[config.mk]
export PLATFORM = sky130hd
export DESIGN_NAME = filter_rr_scheduler
export DESIGN_NICKNAME = d
export VERILOG_FILES = /design/src/rtl/filter_rr_scheduler.sv
export SDC_FILE = /design/constraint.sdc
export NUM_CORES = 1
export LEC_CHECK = 0
export BUFFER_PORTS_ARGS = -buffer_cell sky130_fd_sc_hd__buf_2
export CORE_MARGIN = 10
export CORE_UTILIZATION = 32
export DETAILED_ROUTE_END_ITERATION = 12
export PLACE_DENSITY_LB_ADDON = 0.12
export SYNTH_ARGS = -nofsm -noshare
export SYNTH_HDL_FRONTEND = slang
export SYNTH_SLANG_ARGS = --single-unit
[constraint.sdc]
create_clock -name clk -period 1.6 [get_ports clk]
set_input_delay 0.08 -clock clk [delete_from_list [all_inputs] [get_ports clk]]
set_output_delay 0.08 -clock clk [all_outputs]
set_load 0.01 [all_outputs]
[src/rtl/filter_rr_scheduler.sv]
// Round-robin front end and tag-routed back end that time-share one Filter pipeline; results return LATENCY cycles after issue.
// No backpressure from the Filter: at most one grant per cycle, requesters are throttled only by ready.
`timescale 1ns/1ps
module filter_rr_scheduler #(
  parameter int NREQ    = 4,
  parameter int TAGW    = 2,
  parameter int LATENCY = 2,
  parameter int WIDTH   = 16,
  localparam int CNTW   = $clog2(LATENCY + 1)
) (
  input  logic                    clk,
  input  logic                    reset,
  input  logic                    io_enable,
  input  logic                    io_flush,
  input  logic [NREQ*WIDTH-1:0]   io_req_data,
  input  logic [NREQ-1:0]         io_req_parity,
  input  logic [NREQ-1:0]         io_req_valid,
  output logic [NREQ-1:0]         io_req_ready,
  output logic [WIDTH-1:0]        io_f_x_data,
  output logic                    io_f_x_valid,
  output logic                    io_f_x_parity,
  input  logic [WIDTH-1:0]        io_f_y_data,
  input  logic                    io_f_y_valid,
  input  logic                    io_f_y_parity,
  output logic [WIDTH-1:0]        io_rsp_data,
  output logic                    io_rsp_parity,
  output logic [NREQ-1:0]         io_rsp_valid,
  output logic [CNTW-1:0]         io_inflight,
  output logic                    io_flush_done,
  output logic                    io_err
);

  typedef enum logic [1:0] {IDLE, RUN, DRAIN} state_t;

  state_t            state;
  logic [TAGW-1:0]   ptr;
  logic [TAGW-1:0]   cand;
  logic [TAGW-1:0]   gnt_idx;
  logic              gnt_found;
  logic              xfer;
  logic [LATENCY-1:0] tag_v;
  logic [TAGW-1:0]   tag_q [LATENCY];
  // Filter registers are unreset, so y_valid is only trusted once LATENCY post-reset cycles have flowed through.
  logic [LATENCY-1:0] chk;
  logic              tail_v;
  logic [TAGW-1:0]   tail_tag;
  logic [CNTW-1:0]   inflight_nxt;

  always_comb begin
    cand      = '0;
    gnt_idx   = '0;
    gnt_found = 1'b0;
    for (int k = 1; k <= NREQ; k++) begin
      cand = TAGW'((int'(ptr) + k) % NREQ);
      if (!gnt_found && io_req_valid[cand]) begin
        gnt_found = 1'b1;
        gnt_idx   = cand;
      end
    end
  end

  assign xfer         = (state == RUN) && gnt_found;
  assign io_f_x_valid = xfer;

  always_comb begin
    io_req_ready  = '0;
    io_f_x_data   = '0;
    io_f_x_parity = 1'b0;
    for (int i = 0; i < NREQ; i++) begin
      if (xfer && gnt_idx == TAGW'(i)) begin
        io_req_ready[i] = 1'b1;
        io_f_x_data     = io_req_data[i*WIDTH +: WIDTH];
        io_f_x_parity   = io_req_parity[i];
      end
    end
  end

  assign tail_v   = tag_v[LATENCY-1];
  assign tail_tag = tag_q[LATENCY-1];

  always_comb begin
    io_rsp_valid  = '0;
    io_rsp_data   = tail_v ? io_f_y_data : '0;
    io_rsp_parity = tail_v ? io_f_y_parity : 1'b0;
    for (int i = 0; i < NREQ; i++) begin
      if (tail_v && tail_tag == TAGW'(i)) io_rsp_valid[i] = 1'b1;
    end
  end

  always_comb begin
    inflight_nxt = io_inflight;
    if (xfer && !tail_v)      inflight_nxt = io_inflight + CNTW'(1);
    else if (!xfer && tail_v) inflight_nxt = io_inflight - CNTW'(1);
  end

  always_ff @(posedge clk or negedge reset) begin
    if (!reset) begin
      state         <= IDLE;
      ptr           <= TAGW'(NREQ - 1);
      tag_v         <= '0;
      chk           <= '0;
      for (int i = 0; i < LATENCY; i++) tag_q[i] <= '0;
      io_inflight   <= '0;
      io_flush_done <= 1'b0;
      io_err        <= 1'b0;
    end else begin
      if (xfer) ptr <= gnt_idx;
      tag_v[0] <= xfer;
      tag_q[0] <= gnt_idx;
      chk[0]   <= 1'b1;
      for (int i = 1; i < LATENCY; i++) begin
        tag_v[i] <= tag_v[i-1];
        tag_q[i] <= tag_q[i-1];
        chk[i]   <= chk[i-1];
      end
      io_inflight <= inflight_nxt;
      if (chk[LATENCY-1] && (io_f_y_valid != tail_v)) io_err <= 1'b1;

      // flush_done is raised in the same cycle inflight first reads zero; the exit follows one cycle later.
      io_flush_done <= 1'b0;
      case (state)
        IDLE, RUN: begin
          if (io_flush) begin
            state         <= DRAIN;
            io_flush_done <= (inflight_nxt == '0);
          end else if (state == IDLE && io_enable) begin
            state <= RUN;
          end else if (state == RUN && !io_enable) begin
            state <= IDLE;
          end
        end
        DRAIN: begin
          if (io_flush || io_inflight != '0) io_flush_done <= (inflight_nxt == '0);
          else                               state <= io_enable ? RUN : IDLE;
        end
        default: state <= IDLE;
      endcase
    end
  end

endmodule

After elaboration in Yosys (flattened, before gate mapping)

Index checks and enable logic that the tools add are counted.

Register bits: 16
Bits of input ports: 94
Output and inout bits: 47
Logic and storage cells: 106

Add/subtract/negate cells: 6
Order comparisons: 4
Equality and inequality tests: 11
Multiplexer cells: 45
Reduce and logical (&&, ||, !) cells: 31

Operators with widths:

| operator                                                    | number |
|---|---|
| two-way mux 16 bit                                          | 5 |
| two-way mux 1 bit                                           | 24 |
| two-way mux 2 bit                                           | 10 |
| logical AND 1 bit                                           | 17 |
| less-than comparator 2 x 3 -> 1 bit (second input constant) | 4 |
| equality test 2 bit (second input constant)                 | 5 |
| binary-select mux 1 bit (select 2 bit)                      | 4 |
| zero test 2 bit                                             | 4 |
| adder 2 x 1 -> 2 bit (second input constant)                | 3 |
| equality test 2 x 1 -> 1 bit (second input constant)        | 3 |
| zero test 1 bit                                             | 6 |
| adder 2 bit (second input constant)                         | 2 |
| != test 4 bit (second input constant)                       | 1 |
| case mux 2 bit (2 select lines)                             | 1 |
| != test 2 bit (second input constant)                       | 1 |
| case mux 1 bit (2 select lines)                             | 1 |
| AND reduction 2 bit                                         | 1 |
| nonzero test 2 bit                                          | 1 |
| OR reduction 2 bit                                          | 1 |
| subtractor 2 x 1 -> 2 bit (second input constant)           | 1 |
| logical OR 1 bit                                            | 1 |
| != test 1 bit                                               | 1 |

Logic depth before layout (Yosys ltp)

Depth after elaboration: 21
Mapped depth: 7
Mapped depth without buffers: 6

Least setup slack after synthesis

Ideal clock, no wire load.

Path kind: flip-flop to flip-flop
Start point: register state[1]
End point: register io_flush_done
Library setup time: 120 ps
Arrival: 1463 ps
Required time: 1480 ps
Setup slack: 17 ps
Stages on the path, launching flop included: 7
Buffers on the path: 1
Period minus slack after synthesis: 1583 ps
Cells stage by stage: dfrtp_1 > or3b_1 > buf_6 > clkinv_8 > nor3_2 > a311o_1 > and3_1

Cells in the longest elaborated chain, start to end: 9
Elaborated cells on any way between the ends: 14
Those cells by class: eq/ne: 2; mux: 5; reduce/logical: 7

Ends and longest elaborated chain:

| element                                     | line     | source |
|---|---|---|
| from (decl)                                 | 35       | `state_t state;` |
| from (signal assigned)                      | 134      | `else state <= io_enable ? RUN : IDLE;` |
| equality test 2 x 1 -> 1 bit (*)            | 62       | `assign xfer = (state == RUN) && gnt_found;` |
| logical AND 1 bit (*)                       | 62       |  |
| net io_f_x_valid                            | 20       | `output logic io_f_x_valid,` |
| zero test 1 bit                             | 93       | `else if (!xfer && tail_v) inflight_nxt = io_inflight - CNTW'(1);` |
| logical AND 1 bit                           | 93       |  |
| two-way mux 2 bit                           | 93       |  |
| two-way mux 2 bit (*)                       | 92       | `if (xfer && !tail_v) inflight_nxt = io_inflight + CNTW'(1);` |
| zero test 2 bit (*)                         | 125, 133 |  |
| two-way mux 1 bit, on equally long branches | 133, 123 |  |
| case mux 1 bit (2 select lines) (*)         | 121      | `case (state)` |
| to (signal assigned)                        | 125      | `io_flush_done <= (inflight_nxt == '0);` |
| to (signal assigned)                        | 133      | `if (io_flush \|\| io_inflight != '0) io_flush_done <= (inflight_nxt == '0);` |
| to (decl)                                   | 29       | `output logic io_flush_done,` |

The timed path passes the listed nets; every way through them passes the cells marked *.
A chain may end at the register's enable or synchronous reset.

Worst setup path in the final report

Start point: register ptr[0]
End point: output io_f_x_data[15]

Cells in the longest elaborated chain, start to end: 19
Elaborated cells on any way between the ends: 39
Those cells by class: add/sub: 4; eq/ne: 3; mux: 20; reduce/logical: 12

Ends and longest elaborated chain:

| element                                                       | line   | source |
|---|---|---|
| from (decl)                                                   | 36     | `logic [TAGW-1:0] ptr;` |
| from (signal assigned)                                        | 99     | `ptr <= TAGW'(NREQ - 1);` |
| from (signal assigned)                                        | 107    | `if (xfer) ptr <= gnt_idx;` |
| adder 2 x 1 -> 2 bit                                          | 54     | `cand = TAGW'((int'(ptr) + k) % NREQ);` |
| binary-select mux 1 bit (select 2 bit)                        | 55     | `if (!gnt_found && io_req_valid[cand]) begin` |
| two-way mux 1 bit (not written as such)                       | 55     |  |
| two-way mux 1 bit                                             | 55     |  |
| zero test 1 bit                                               | 55     |  |
| logical AND 1 bit                                             | 55     |  |
| two-way mux 1 bit                                             | 55     |  |
| zero test 1 bit                                               | 55     |  |
| logical AND 1 bit                                             | 55     |  |
| two-way mux 1 bit                                             | 55     |  |
| zero test 1 bit                                               | 55     |  |
| logical AND 1 bit                                             | 55     |  |
| two-way mux 2 bit / two-way mux 1 bit (equally long branches) | 55     |  |
| zero test 2 bit / logical AND 1 bit (equally long branches)   | 70, 62 |  |
| logical AND 1 bit                                             | 70     | `if (xfer && gnt_idx == TAGW'(i)) begin` |
| two-way mux 16 bit (3 in a row)                               | 70     |  |
| two-way mux 16 bit (*)                                        | 70     |  |
| to (decl)                                                     | 19     | `output logic [WIDTH-1:0] io_f_x_data,` |

Every way passes the cells marked *; elsewhere a longest branch is shown, timed or not. The select of a mux whose other input is x is not followed.

==> impl_results.md <==
* Max cap viols at 0
* Vias per cell at 4.669
* Initial Util at 33.77%
* Crit path time final at 1.988 ns
* Synth-to-Final Area Change at 74.89%
* Placement row count at 23
* Crit Path Class: flip-flop to output pin
* Number of global-route vias before repair at 1,796
* RSZ-0062 raised after global routing: yes
* Run status: finished, violations left
* Syn Area/Cell at 9.195 µm²
* H-tree depth reported by CTS at 1
* Detailed-router iteration count before antenna repair at 6
* LEAKAGE at 1.467 nW
* Clock sinks at 16
* Worst setup EP type: output pin
* Final net count at 399
* Number of setup violations in the final report at 21
* Clock root buffer: clkbuf_8
* First-pass GRT wire length at 8.790 mm
* Post-synthesis register bit count at 16
* Synthesized netlist cell count at 149
* WL final at 5.687 mm
* Main synth FF type: dfrtp_1
* Gr usage total at 14.40%
* Worst-path clk slew at 0.07 ns
* FF/Latch Area at 402.9 µm²
* Final Max Tran Viols at 0
* FFs w/ async S/R, synth at 100.0%
* Post-synthesis cell type count at 36
* TritonCTS clock tree: built
* Clk_lat worst skew at 0.26 ns
* Peak VDD IR at 261.3 µV
* Die Area at 7298 µm²
* Hold Slack at 0.07002 ns
* WP data required at 1.52 ns
* Diodes inserted at 0
* Post-synth net total at 244
* Clock buffer depth at 2
* Critical path peak fanout at 11
* Initial DRC Count at 47
* Number of CTS-inserted buffers at 3
* Multi-input logic area at 908.4 µm²
* Largest net degree at the start of global routing at 25
* Layout cells sized above 1 at 57.76%
* Worst EP arrival at 1.91 ns
* Drt wl/cell at 16.11 µm
* Max Fclk at 0.5030 GHz
* P per Cell Area at 516.7 nW/µm²
* Die width at 85.43 µm
* Commonest cells after routing, fill and taps aside: buf_2 (140), mux2i_1 (35), o22ai_1 (18), and2_1 (17), dfrtp_1 (14)
* DRT antenna net count at 0
* YS warnings at 0
* Initial antenna violation count at 0
* Routability congestion estimate at 0.8129
* Die height at 85.43 µm
* DRC at 0
* Setup Total Neg Slack at -6.738 ns
* DP Worst Slack at -0.2095 ns
* Final Hold Viols at 0
* Cell Area, Synth at 1370 µm²
* Hold/Removal Path Class: input port to flip-flop
* Ports at 141
* Placeable core area at 4058 µm²
* Total power at 1.238 mW
* Seq/Total Area, Yosys at 29.41%
* Tcrit/Tclk final at 124.2%
* FILL cells at 382
* Setup WS post-layout at -0.3879 ns
* GRT overflow at 0
* DP Wirelength at 4.775 mm
* IO buf count at 140
* Violated checks: setup timing
* Number of synthesized flops with an enable pin at 0
* Commonest non-fill, non-tap cell in the layout: buf_2
* Crit path launch type: flip-flop
* Via count at 1,648
* Skew final at 0.009274 ns
==> what timing repair did <==
item,CTS,global route
hold buffers,1,0
cloned,1,1
endpoints found under the hold margin,14,0
gates resized for setup,8,2
setup buffers,1,1
pin swaps,1,0
endpoints found under the setup margin,22,21
==> synthesized netlist by cell type, types with 2 or more instances <==
library cell	instances	area, µm²
a21o_1	2	15.01
a21oi_1	3	15.01
and2_1	17	106.4
and3_1	3	18.77
and3b_1	2	17.52
buf_2	4	20.02
buf_4	3	22.52
clkbuf_1	2	7.510
dfrtp_1	14	350.3
dfstp_2	2	52.55
inv_1	5	18.77
mux2i_1	35	350.3
nand2_1	5	18.77
nor2_1	7	26.28
nor2b_1	2	12.51
o21ai_0	4	20.02
o22ai_1	18	112.6
or2b_1	2	15.01
xnor2_1	2	17.52
==> registers in the layout (all words and copies together) (netlist names) <==
signal,flops
chk,2
io_inflight,2
ptr,2
state,2
tag_q,2
tag_v,2
tail_tag,2
io_err,1
io_flush_done,1
==> report_power, final <==
part           internal (mW)  switching [mW]  total (mW)
sequential             0.432          0.0163       0.448
combinational          0.247           0.179       0.426
clock                  0.219           0.145       0.363
total                  0.898           0.340        1.24
==> kinds of logic (layout without fill, tap and decap cells) <==
logic type	after synthesis	after routing	share of synthesized area [%]
xor+xnor	3	3	1.918
fa+ha+maj	1	1	0.9131
compound gates	31	31	15.07
other cells	1	1	0.2737
simple gates	46	46	19.82
mux	35	35	25.57
flops	16	16	29.41
buf+inv	16	170	7.033
==> worst max-delay path: stages (launching register included) <==
cell and delay [ns]:
dfstp_2 0.55, or2b_1 0.13, a21o_1 0.15, o311ai_4 0.15, clkbuf_16 0.22, mux2i_1 0.12, o22ai_1 0.17, buf_2 0.17
==> through the flow <==
step | instances | cell area, µm² | util [%]
final | 353 | 2396 | 59.05
after detailed placement | 344 | 2232 | 55.01
after CTS | 351 | 2357 | 58.09
after global placement | 344 | 2232 | 55.01
after floorplan | 149 | 1370 | -
after global routing | 353 | 2396 | 59.05
==> worst paths after layout <==
check | startpoint | to | slack (ns) | cells past startpoint
hold / removal | io_enable | state[0]$_DFFE_PN0P_ | 0.07 | 2
max in group asynchronous | reset | ptr[1]$_DFFE_PN1P_ | 1.05 | 2
min in group asynchronous | reset | state[0]$_DFFE_PN0P_ | 0.26 | 2
setup / recovery | ptr[0]$_DFFE_PN1P_ | io_f_x_data[15] | -0.39 | 7
setup reg to reg | state[1]$_DFFE_PN0P_ | io_flush_done$_DFF_PN0_ | 0.07 | 5
hold reg to reg | chk[0]$_DFF_PN0_ | chk[1]$_DFF_PN0_ | 0.35 | 0
==> area by class of cell <==
cell class | count | share of cell area, %
repair buffers | 160 | 38.90
multi-input cells | 117 | 37.91
flip-flops and latches | 16 | 16.81
well taps | 50 | 2.611
clock buffers | 4 | 2.298
inverters | 6 | 1.462
==> layer usage <==
layer	vias to the layer above	global-route usage [%]	wire, µm
li1	844	-	-
met1	724	14.12	2032
met2	74	26.70	3047
met3	6	5.832	532
met4	0	4.641	75
met5	-	0	0
Note: power is estimated with default switching activity, not from simulation.
